[src/rtl/actor_link_fifo.sv]
// ============================================================================
// Module   : actor_link_fifo
// Purpose  : Token FIFO linking one actor output port to one actor input port.
//            Define ACTOR_LINK_FIFO_CHECK_EN to build the sticky ERR checker.
// Revision : 1.0 - initial release
// ============================================================================
`default_nettype none

module actor_link_fifo #(
  parameter int WIDTH  = 16,
  parameter int DEPTH  = 8,
  parameter int ADDR_W = 3
) (
  input  logic             CLK,
  input  logic             RESET,
  input  logic             WR_SEND,
  input  logic [WIDTH-1:0] WR_DATA,
  input  logic [15:0]      WR_COUNT,
  output logic             WR_ACK,
  output logic             WR_RDY,
  output logic             RD_SEND,
  output logic [WIDTH-1:0] RD_DATA,
  output logic [15:0]      RD_COUNT,
  input  logic             RD_ACK,
  output logic             ERR
);

  localparam logic [ADDR_W:0] OCC_FULL = (ADDR_W+1)'(DEPTH);

  logic [WIDTH-1:0]  mem_q [DEPTH];
  logic [ADDR_W-1:0] wp_q, wp_d;
  logic [ADDR_W-1:0] rp_q, rp_d;
  logic [ADDR_W:0]   occ_q, occ_d;
  logic              w_accept;
  logic              w_take;
  logic              w_wr_rdy;
  logic              w_rd_send;

  // Flags come from registered occupancy only, so a same-cycle take never
  // opens space and a same-cycle accept never bypasses to the read side.
  assign w_wr_rdy  = ~RESET & (occ_q != OCC_FULL);
  assign w_rd_send = (occ_q != '0);
  assign w_accept  = WR_SEND & w_wr_rdy;
  assign w_take    = RD_ACK & w_rd_send;

  assign WR_ACK   = w_accept;
  assign WR_RDY   = w_wr_rdy;
  assign RD_SEND  = w_rd_send;
  assign RD_DATA  = mem_q[rp_q];
  assign RD_COUNT = 16'(occ_q);

  always_comb begin
    wp_d  = wp_q;
    rp_d  = rp_q;
    occ_d = occ_q;
    if (w_accept) begin
      wp_d = wp_q + ADDR_W'(1);
    end
    if (w_take) begin
      rp_d = rp_q + ADDR_W'(1);
    end
    case ({w_accept, w_take})
      2'b10:   occ_d = occ_q + (ADDR_W+1)'(1);
      2'b01:   occ_d = occ_q - (ADDR_W+1)'(1);
      default: occ_d = occ_q;
    endcase
  end

  always_ff @(posedge CLK or posedge RESET) begin
    if (RESET) begin
      wp_q  <= '0;
      rp_q  <= '0;
      occ_q <= '0;
    end else begin
      wp_q  <= wp_d;
      rp_q  <= rp_d;
      occ_q <= occ_d;
    end
  end

  always_ff @(posedge CLK) begin
    if (w_accept) begin
      mem_q[wp_q] <= WR_DATA;
    end
  end

`ifdef ACTOR_LINK_FIFO_CHECK_EN
  logic err_q, err_d;

  always_comb begin
    err_d = err_q
          | (WR_SEND & ~w_wr_rdy & ~RESET)
          | (w_accept & (WR_COUNT != 16'd1))
          | (RD_ACK & ~w_rd_send);
  end

  always_ff @(posedge CLK or posedge RESET) begin
    if (RESET) begin
      err_q <= 1'b0;
    end else begin
      err_q <= err_d;
    end
  end

  assign ERR = err_q;
`else
  // Count only matters to the checker; every send moves exactly one token.
  logic w_unused_count;
  assign w_unused_count = ^WR_COUNT;
  assign ERR = 1'b0;
`endif

endmodule

`default_nettype wire

[config.mk]
export PLATFORM = sky130hd
export DESIGN_NAME = actor_link_fifo
export DESIGN_NICKNAME = d
export VERILOG_FILES = /design/src/rtl/actor_link_fifo.sv
export SDC_FILE = /design/constraint.sdc
export NUM_CORES = 1
export LEC_CHECK = 0
export ABC_AREA = 1
export ABC_CLOCK_PERIOD_IN_PS = 4900
export BUFFER_PORTS_ARGS = -buffer_cell sky130_fd_sc_hd__buf_4
export CAP_MARGIN = 20
export CORE_MARGIN = 8
export CORE_UTILIZATION = 63
export DETAILED_ROUTE_END_ITERATION = 12
export PLACE_DENSITY = 0.86
export RECOVER_POWER = 50
export SYNTH_ARGS = -nofsm -noshare
export SYNTH_HDL_FRONTEND = slang
export SYNTH_SLANG_ARGS = --single-unit
[constraint.sdc]
create_clock -name CLK -period 4.9 [get_ports CLK]
set_input_delay 0.98 -clock CLK [delete_from_list [all_inputs] [get_ports CLK]]
set_output_delay 0.98 -clock CLK [all_outputs]
set_load 0.03 [all_outputs]
==> results.md, run 1 <==
* Status: complete, but fails checks
* Failing checks: capacitance limit, slew limit
* Vias at 4,331
* Core area at 9684 µm²
* Die Span Y at 115.4 µm
* Synthesized flop and latch total at 138
* Worst r2r src: occ_q[0]
* Largest net degree at the start of global routing at 131
* Buf+Inv Stages, Crit Path at 2
* Critical Path Sink: RD_DATA[9]
* DR iter-0 viols at 351
* DR WL/cell at 15.62 µm
* Max-cap viol count at 1
* Detail Route Antenna Nets at 0
* Least-Margin Pin Slew at 1.888 ns
* Synth cell types at 19
* GRT Util Overall at 21.27%
* Max Fclk at 255.8 MHz
* Fraction of layout cells with a size suffix above 1 at 9.155%
* Overall Power at 4649 µW
* Max Root-Sink Buffers at 2
* Setup tns final at 0 ns
* Critical path class: register to output port
* CTS Buf Count at 17
* Peak fanout along the critical path at 34
* Clk slew on worst S/H paths at 0.06 ns
* I/O Buffers at 42
* Final Instance Area at 7232 µm²
* Fin Clk Skew at 0.005959 ns
* Max-slew headroom at -25.86%
* Fin. max-slew vios at 35
* R2R cell count at 10
* Register area share after synthesis at 65.78%
* Commonest cells after routing, fill and taps aside: 235 x nand2_1, 134 x nor2_1, 128 x edfxtp_1
* Type of the worst min-delay path: input pin to async pin
* Slowest stage delay, CP at 1.36 ns
* Worst path required time at 3.92 ns
* Starting density of the core at 64.26%
* Filler cell count at 637
* CTS tree: yes
* Clock root buffer: clkbuf_8
* Drt drc at 0
* Worst path depth at 7
* Pre-CTS setup slack at 1.702 ns
* Initial antenna violation count at 0
* Period utilization at 79.79%
* Worst vdd ir at 0.5209 mV
* Vias in the first global route at 4,486
* Reg area at 4098 µm²
* Resize count post-CTS at 0
* Remaining Overflow, GRT at 0
* Tmin final at 3.910 ns
* Final hold violations at 0
* Global-route wire length before repair at 20.98 mm
* Power Density at 642.8 nW/µm²
* 1st-pass router iterations at 5
* Io pins at 72
* Mapped Cells at 652
* Crit path cell chain: clkbuf_1 -> nor2_1 -> nand2_1 -> nand2_1 -> nand2_1 -> nand2_1 -> buf_4
* Delay-heaviest family, CP: buffers and inverters
* Yosys warns at 0
* RR Endpoint: occ_q[3]
* Die W at 115.4 µm
* Routability cong. at 0.7336
* Cell area after synthesis at 6223 µm²
* Nets at 740
* Critical Path End Type: output port
* # clock sinks at 138
* Final setup fails at 0
* Unrepaired setup endpoints after global routing: no
* H-Tree Depth at 4
* Antenna diodes at 0
* Dpl hpwl at 7.372 mm
* CTS Hold Bufs at 0
* Syn_area_per_cell at 9.545 µm²
* Cell Area, Placed at 6650 µm²
* Fin worst setup slack at 0.9901 ns
* Synth-to-Final Area Change at 16.20%
* Worst-skew pair later-pin latency at 0.53 ns
* CP max-delay cell: clkbuf_1
* Crit path launch type: register
* Die ar. at 13,310 µm²
* Crit path launch: rp_q[1]
* Post-DR vias/cell at 5.138
* Final wirelength at 13.17 mm
* Post-CTS Setup Inserts at 0
* Internal reg-to-reg setup slack at 2.41 ns
* Area of the multi-input gates at 1678 µm²
* Crit path DAT at 2.93 ns
* Leading cell type in the layout, fill and taps excluded: nand2_1
* P_leak at 0.003228 µW
* CP dominant cell by count: nand2_1
* Row count at 36
==> report_power, final <==
part | total, µW | leakage (µW) | internal, µW | switching, µW
registers | 1520 | 0.00128 | 1410 | 115
clock network | 1380 | 0.000312 | 920 | 464
logic | 1740 | 0.00164 | 565 | 1170
total | 4650 | 0.00323 | 2900 | 1750
==> Yosys cell counts <==
cell      number  area (µm²)
dfrtp_1       10       250.2
nor3_1         4       20.02
ha_1           5       62.56
inv_1         80       300.3
clkbuf_1       5       18.77
nand3_1        4       20.02
nand4_1        3       18.77
o21ai_0        3       15.01
buf_4         18       135.1
edfxtp_1     128        3844
nand2_1      235       882.1
nor2_1       134       503.0
nand3_2        1       10.01
xnor2_1        3       26.28
xor2_1         2       17.52
fa_1           1       20.02
conb_1         1       3.750
buf_2         14       70.07
or2_2          1       6.260
==> cell families after synthesis <==
logic type,count (synthesis),share of synthesized area [%]
buffers and inverters,117,8.424
adder cells (fa/ha/maj),6,1.327
AND/OR/NAND/NOR,382,23.46
other,1,0.06026
XOR/XNOR,5,0.7038
AO/OA/AOI/OAI,3,0.2412
flip-flops,138,65.78
==> routing by layer <==
metal / global-route usage [%] / up-vias / wire length [µm]
met2: 36.20 / 192 / 6877
met4: 13.05 / 0 / 346
li1: - / 2089 / -
met3: 6.460 / 37 / 980
met1: 22.82 / 2013 / 4964
met5: 0 / - / 0
==> registers in the layout, indices dropped and copies added (netlist names) <==
signal	cells
occ_q	4
wp_q	3
rp_q	3
mem_q	128
==> through the flow <==
| stage | std cells | util, % | hold WS [ns] |
|---|---|---|---|
| 2_1_floorplan | 664 | - | 0.4699 |
| 3_3_place_gp | 810 | 68.38 | 0.4843 |
| 3_5_place_dp | 811 | 68.67 | 0.5121 |
| 4_1_cts | 842 | 75.30 | 0.4834 |
| 5_1_grt | 843 | 74.68 | 0.5151 |
| 6_report | 843 | 74.68 | 0.4784 |
==> final cells by class <==
cell class | count | area share (%)
Timing Repair Buffer | 52 | 4.810
Inverter | 80 | 4.152
Multi-Input combinational cell | 409 | 23.20
Clock buffer | 17 | 5.727
Sequential cell | 138 | 56.66
Clock inverter | 14 | 3.149
Tap cell | 133 | 2.301
==> worst min path at each step <==
stage	start	to	slack [ns]
after floorplan	wp_q[0]	wp_q[0]	0.47
final	RESET	occ_q[3]	0.48
after detailed placement	wp_q[0]	wp_q[0]	0.51
after global routing	RESET	occ_q[3]	0.52
after global placement	wp_q[0]	wp_q[0]	0.48
after CTS	RESET	occ_q[3]	0.48
==> worst register-to-register path: cells and delay by family (launching register included) <==
kind                       cells  cell delay [ns]
and+or+nand+nor                8             1.19
DFF                            1             0.43
adders and majority gates      2             0.76
No activity file was read; power rests on OpenSTA's default activity.
==> run 2: changes to the inputs <==
--- a/config.mk
+++ b/config.mk
@@ -6,13 +6,13 @@
 export NUM_CORES = 1
 export LEC_CHECK = 0
 export ABC_AREA = 1
-export ABC_CLOCK_PERIOD_IN_PS = 4900
+export ABC_CLOCK_PERIOD_IN_PS = 3800
 export BUFFER_PORTS_ARGS = -buffer_cell sky130_fd_sc_hd__buf_4
 export CAP_MARGIN = 20
 export CORE_MARGIN = 8
-export CORE_UTILIZATION = 63
+export CORE_UTILIZATION = 58
 export DETAILED_ROUTE_END_ITERATION = 12
-export PLACE_DENSITY = 0.86
+export PLACE_DENSITY = 0.8
 export RECOVER_POWER = 50
 export SYNTH_ARGS = -nofsm -noshare
 export SYNTH_HDL_FRONTEND = slang
==> constraint.sdc (replaced) <==
create_clock -name CLK -period 3.8 [get_ports CLK]
set_input_delay 0.76 -clock CLK [delete_from_list [all_inputs] [get_ports CLK]]
set_output_delay 0.76 -clock CLK [all_outputs]
set_load 0.03 [all_outputs]
==> run 2 against run 1 <==
Against the previous run: the run now ends clean; total power increased by 21%; wire length decreased by 4.3%; sequential share of layout area increased by 0.66 points; first-iteration DRC count decreased by 3.4%; clock power increased by 7%; core utilization decreased by 7.6 points; register-to-register slack got worse by 1.0 ns; sequential power increased by 30%; global-route usage decreased by 3.0 points; count of clock-buffer cells in the layout increased by 4; sequential cell count unchanged; die area increased by 7.4%; highest routed layer unchanged.
==> results.md, run 2 (synthesized netlist as in run 1, its figures left out) <==
* Final setup fails at 0 (unchanged)
* Remaining Overflow, GRT at 0 (unchanged)
* Critical path class: register to output port (unchanged)
* Status: complete, no violations (was complete, but fails checks)
* CTS tree: yes (unchanged)
* Routability cong. at 0.7685 (was 0.7336)
* R2R cell count at 10 (unchanged)
* Overall Power at 5618 µW (was 4649 µW)
* # clock sinks at 138 (unchanged)
* Period utilization at 82.94%
* DR iter-0 viols at 339 (was 351)
* Critical Path End Type: output port (unchanged)
* Final hold violations at 0 (unchanged)
* Share of total power in combinational logic at 38.4% (was 37.4%)
* P_leak at 0.003197 µW (was 0.003228 µW)
* Leading cell type in the layout, fill and taps excluded: nand2_1 (unchanged)
* Final core utilization at 67.12% (was 74.68%)
* Fraction of layout cells with a size suffix above 1 at 9.623% (was 9.155%)
* Switching Share at 38.64% (was 37.72%)
* Max-cap viol count at 0 (was 1)
* Fin worst setup slack at 0.6481 ns (was 0.9901 ns)
* Setup tns final at 0 ns (unchanged)
* Pre-CTS setup slack at 0.8272 ns (was 1.702 ns)
* Net switching power at 2171 µW (was 1754 µW)
* Internal power at 3447 µW (was 2895 µW)
* Dpl hpwl at 7.811 mm (was 7.372 mm)
* Vias in the first global route at 4,179 (was 4,486)
* Worst path required time at 3.04 ns (was 3.92 ns)
* Post-DR vias/cell at 4.858 (was 5.138)
* Fin. max-slew vios at 0 (was 35)
* DR WL/cell at 14.71 µm (was 15.62 µm)
* Global-route wire length before repair at 20.02 mm (was 20.98 mm)
* Final wirelength at 12.60 mm (was 13.17 mm)
* Max-slew headroom at 47.85% (was -25.86%)
* Nets at 746 (was 740)
* Peak fanout along the critical path at 72 (was 34)
* Clock root buffer: clkbuf_8 (unchanged)
* Max reg flops at 128 (unchanged)
* Type of the worst min-delay path: input pin to async pin (unchanged)
* GRT Util Overall at 18.25% (was 21.27%)
* Max Root-Sink Buffers at 2 (unchanged)
* Clock Power Share at 26.4% (was 29.8%)
* CTS Buf Count at 17 (unchanged)
* Detail Route Antenna Nets at 0 (unchanged)
* H-Tree Depth at 4 (unchanged)
* Worst-skew pair later-pin latency at 0.52 ns (was 0.53 ns)
* Unrepaired setup endpoints after global routing: no (unchanged)
* Fin Clk Skew at 0.008495 ns (was 0.005959 ns)
* Clk slew on worst S/H paths at 0.06 ns (about the same)
* Worst vdd ir at 0.4442 mV (was 0.5209 mV)
* Largest net degree at the start of global routing at 73 (was 131)
* Max Fclk at 317.3 MHz
* Antenna diodes at 0 (unchanged)
* Vias at 4,163 (was 4,331)
* Power Density at 786.0 nW/µm² (was 642.8 nW/µm²)
* I/O Buffers at 42 (unchanged)
* CTS Hold Bufs at 0 (unchanged)
* Least-Margin Pin Slew at 0.7814 ns (was 1.888 ns)
* Drt drc at 0 (unchanged)
* Io pins at 72 (unchanged)
* Crit path DAT at 2.39 ns (was 2.93 ns)
* Filler cell count at 780 (was 637)
* Cells after DPL at 825 (was 811)
* Initial antenna violation count at 0 (unchanged)
* Die W at 119.6 µm (was 115.4 µm)
* Resize count post-CTS at 0 (unchanged)
* Commonest cells after routing, fill and taps aside: 235 x nand2_1, 134 x nor2_1, 128 x edfxtp_1 (unchanged)
* 1st-pass router iterations at 5 (unchanged)
* Synth-to-Final Area Change at 14.86% (was 16.20%)
* Final non-filler cell total at 857 (was 843)
* Row count at 38 (was 36)
* Die Span Y at 119.6 µm (was 115.4 µm)
* Core area at 10,650 µm² (was 9684 µm²)
* Starting density of the core at 58.44% (was 64.26%)
* Biggest regs: mem_q (128), occ_q (4) (unchanged)
* Tmin final at 3.152 ns
* Die ar. at 14,300 µm² (was 13,310 µm²)
* Post-CTS Setup Inserts at 0 (unchanged)
* Sequential power share at 35.2% (was 32.8%)
* Crit path launch type: register (unchanged)
* Biggest register: mem_q (unchanged)
==> run 2: cell types whose count changed in the layout (fill, tap and decap cells not counted) <==
cell	change
buf_4	+10
bufinv_16	-4
buf_16	-2
clkinv_1	+2
nor3_2	+2
nor3_4	-2
buf_12	+1
clkbuf_1	+1
clkinv_2	+1
clkinv_4	-1
clkinvlp_4	-1
==> run 2: area by class of cell <==
| cell class | instances | area, µm² | area share (%) |
|---|---|---|---|
| Clock buffer | 21 | 429.2 | 6.004 |
| Timing Repair Buffer | 58 | 376.6 | 5.269 |
| Sequential cell | 138 | 4098 | 57.33 |
| Tap cell | 140 | 175.2 | 2.451 |
| Clock inverter | 11 | 103.9 | 1.453 |
| Inverter | 80 | 300.3 | 4.201 |
| Multi-Input combinational cell | 409 | 1665 | 23.30 |
==> run 2: final timing paths <==
| check | startpoint | slack [ns] | end |
|---|---|---|---|
| worst max register to register | occ_q[1] | 1.40 | occ_q[3] |
| worst min register to register | wp_q[0] | 0.55 | wp_q[0] |
| worst max-delay path | rp_q[0] | 0.65 | RD_DATA[0] |
| worst min-delay path | RESET | 0.27 | occ_q[3] |
| max in group asynchronous | RESET | 3.13 | rp_q[0] |
| min in group CLK | WR_SEND | 0.53 | wp_q[1] |
==> run 2: routing by layer <==
metal	vias to the layer above	wire (µm)	track usage (%)
met5	-	0	0
met4	0	214	7.728
met3	20	837	5.965
met2	125	6364	31.12
met1	1921	5188	20.71
li1	2097	-	-
==> run 2: per-stage QoR <==
step	cell area (µm²)	hold WS [ns]
floorplan	6269	0.4699
global placement	6691	0.4837
detailed placement	6691	0.5201
CTS	7224	0.2778
global route	7148	0.3034
finish	7148	0.2747
==> run 2: power groups by stage <==
stage,clock network [µW],logic (µW),registers (µW)
after global placement,0,2100,1990
after detailed placement,0,2180,2010
final,1480,2160,1980
after global routing,1560,2410,2010
after CTS,1500,2190,1980
after floorplan,0,1600,1940
==> run 2: critical path: stages (launching register included) <==
cell	delay, ns
dfrtp_4	0.80
buf_12	0.34
nor2_1	0.09
nor2_1	0.12
nand2_1	0.07
nand2_1	0.07
nand2_1	0.05
nand2_1	0.10
buf_4	0.16
==> run 3: changes to the inputs <==
--- a/config.mk
+++ b/config.mk
@@ -6,7 +6,7 @@
 export NUM_CORES = 1
 export LEC_CHECK = 0
 export ABC_AREA = 1
-export ABC_CLOCK_PERIOD_IN_PS = 3800
+export ABC_CLOCK_PERIOD_IN_PS = 3100
 export BUFFER_PORTS_ARGS = -buffer_cell sky130_fd_sc_hd__buf_4
 export CAP_MARGIN = 20
 export CORE_MARGIN = 8
==> constraint.sdc (replaced) <==
create_clock -name CLK -period 3.1 [get_ports CLK]
set_input_delay 0.62 -clock CLK [delete_from_list [all_inputs] [get_ports CLK]]
set_output_delay 0.62 -clock CLK [all_outputs]
set_load 0.03 [all_outputs]
==> run 3 against run 2 <==
Against the previous run: count of clock-buffer cells in the layout is 1 lower; global-route usage increased by 1.2 points; register-to-register slack lost 0.68 ns; total power up 33%; combinational power is 30% higher; non-clock buffer count increased by 1; final area grew 2.2%; sequential share of layout area down 1.2 points; setup slack worse by 0.45 ns; core utilization grew 1.5 points; critical path type unchanged; largest power group unchanged.
==> results.md, run 3 (synthesized netlist as in run 1, its figures left out) <==
* Vias at 4,360 (was 4,163)
* Worst vdd ir at 0.6508 mV (was 0.4442 mV)
* Type of the worst min-delay path: input pin to async pin (unchanged)
* Max Fclk at 344.7 MHz
* Max-slew headroom at 52.23% (was 47.85%)
* R2R cell count at 10 (unchanged)
* Dpl hpwl at 7.565 mm (was 7.811 mm)
* Crit path launch type: register (unchanged)
* Max-cap viol count at 0 (unchanged)
* Pre-CTS setup slack at 0.7201 ns (was 0.8272 ns)
* CTS Buf Count at 17 (unchanged)
* Core area at 10,650 µm² (unchanged)
* Crit path DAT at 2.28 ns (was 2.39 ns)
* Net switching power at 2784 µW (was 2171 µW)
* Slowest stage delay, CP at 0.61 ns (was 0.80 ns)
* Initial antenna violation count at 0 (unchanged)
* Vias in the first global route at 4,529 (was 4,179)
* Clock root buffer: clkbuf_8 (unchanged)
* # clock sinks at 138 (unchanged)
* P_leak at 0.003257 µW (was 0.003197 µW)
* CP dominant cell by count: nand2_1 (unchanged)
* Final hold violations at 0 (unchanged)
* Row count at 38 (unchanged)
* Tmin final at 2.901 ns
* Fin Clk Skew at 0.009287 ns (was 0.008495 ns)
* Resize count post-CTS at 0 (unchanged)
* Post-DR vias/cell at 5.082 (was 4.858)
* DR iter-0 viols at 363 (was 339)
* Max Root-Sink Buffers at 2 (unchanged)
* Sequential power share at 31.7% (was 35.2%)
* Global-route wire length before repair at 21.49 mm (was 20.02 mm)
* 1st-pass router iterations at 5 (unchanged)
* Worst path required time at 2.48 ns (was 3.04 ns)
* Fraction of layout cells with a size suffix above 1 at 10.45% (was 9.623%)
* Die ar. at 14,300 µm² (unchanged)
* Commonest cells after routing, fill and taps aside: 235 x nand2_1, 134 x nor2_1, 128 x edfxtp_1 (unchanged)
* Final setup fails at 0 (unchanged)
* Clock Power Share at 30.8% (was 26.4%)
* Starting density of the core at 58.44% (unchanged)
* Nets at 747 (was 746)
* Period utilization at 93.59%
* Leading cell type in the layout, fill and taps excluded: nand2_1 (unchanged)
* Antenna diodes at 0 (unchanged)
* CTS tree: yes (unchanged)
* GRT Util Overall at 19.41% (was 18.25%)
* Peak fanout along the critical path at 35 (was 72)
* Largest net degree at the start of global routing at 57 (was 73)
* CTS Hold Bufs at 0 (unchanged)
* Power Density at 1024 nW/µm² (was 786.0 nW/µm²)
* Setup tns final at 0 ns (unchanged)
* Crit path cell chain: buf_4 -> nor2_1 -> nor2_1 -> nand2_1 -> nand2_1 -> nand2_1 -> nand2_1 -> buf_4 (was buf_12 -> nor2_1 -> nor2_1 -> nand2_1 -> nand2_1 -> nand2_1 -> nand2_1 -> buf_4)
* Routability cong. at 0.7496 (was 0.7685)
* Critical Path End Type: output port (unchanged)
* I/O Buffers at 42 (unchanged)
* Fin worst setup slack at 0.1987 ns (was 0.6481 ns)
* Die Span Y at 119.6 µm (unchanged)
* Switching Share at 37.22% (was 38.64%)
* Io pins at 72 (unchanged)
* CP max-delay cell: dfrtp_4 (unchanged)
* Least-Margin Pin Slew at 0.7158 ns (was 0.7814 ns)
* Share of total power in combinational logic at 37.5% (was 38.4%)
* H-Tree Depth at 4 (unchanged)
* Drt drc at 0 (unchanged)
* DR WL/cell at 15.87 µm (was 14.71 µm)
* Detail Route Antenna Nets at 0 (unchanged)
* Unrepaired setup endpoints after global routing: no (unchanged)
* Biggest register: mem_q (unchanged)
* Critical path class: register to output port (unchanged)
* Max reg flops at 128 (unchanged)
* Worst-skew pair later-pin latency at 0.53 ns (was 0.52 ns)
* Internal power at 4696 µW (was 3447 µW)
* Status: complete, no violations (unchanged)
* Remaining Overflow, GRT at 0 (unchanged)
* Biggest regs: mem_q (128), occ_q (4) (unchanged)
* Post-CTS Setup Inserts at 0 (unchanged)
* Synth-to-Final Area Change at 17.39% (was 14.86%)
* Die W at 119.6 µm (unchanged)
* Fin. max-slew vios at 0 (unchanged)
* Clk slew on worst S/H paths at 0.06 ns (about the same)
* Final wirelength at 13.62 mm (was 12.60 mm)
## run 3: cell types whose count changed in the layout (fill, tap and decap cells not counted), sizes merged
| cell | change |
|---|---|
| clkinvlp | +4 |
| clkbuf | -1 |
| clkinv | -8 |
| bufinv | +5 |
| buf | +1 |
## run 3: through the flow
step                std cells  area [µm²]  power [µW]  hold WS [ns]  utilization (%)
CTS                       857        7372        7484        0.1160            69.22
floorplan                 664        6269        4351        0.4699                -
global placement          825        6691        5011        0.4841            62.83
finish                    858        7306        7480        0.2866            68.60
global route              858        7306        7898        0.3482            68.60
detailed placement        825        6691        5151        0.5172            62.83
## run 3: worst max-delay path, delay by kind of cell, from the launching register on
family | cells | cell delay, ns
flops | 1 | 0.61
simple gates | 6 | 0.56
buf+inv | 2 | 0.57
## run 3: worst paths after layout
path,endpoint,slack (ns),start
min,occ_q[2],0.29,RESET
min reg2reg,wp_q[0],0.53,wp_q[0]
min in group CLK,wp_q[2],0.37,WR_SEND
max in group asynchronous,rp_q[0],2.31,RESET
max reg2reg,occ_q[3],0.72,occ_q[0]
max,RD_DATA[3],0.20,rp_q[0]
## run 3: per-layer routing
layer / wire [µm] / up-vias / GRT usage (%)
met3: 937 / 27 / 5.167
met2: 7186 / 186 / 34.40
met4: 233 / 0 / 9.133
li1: - / 2102 / -
met5: 0 / - / 0
met1: 5257 / 2045 / 21.28
## run 3: cell type report
| cell class | count | area [µm²] |
|---|---|---|
| fill | 742 | 3344 |
| clock buffer | 20 | 435.4 |
| tap | 140 | 175.2 |
| inverter | 80 | 300.3 |
| clock inverter | 12 | 245.2 |
| multi-input combinational | 409 | 1660 |
| timing repair buffer | 59 | 391.6 |
| sequential | 138 | 4098 |
## run 3: power by group through the flow
stage / clock [µW] / combinational (µW) / sequential [µW]
floorplan: 0 / 1970 / 2380
global placement: 0 / 2600 / 2410
detailed placement: 0 / 2720 / 2430
CTS: 2310 / 2780 / 2400
global route: 2390 / 3120 / 2390
finish: 2300 / 2800 / 2370
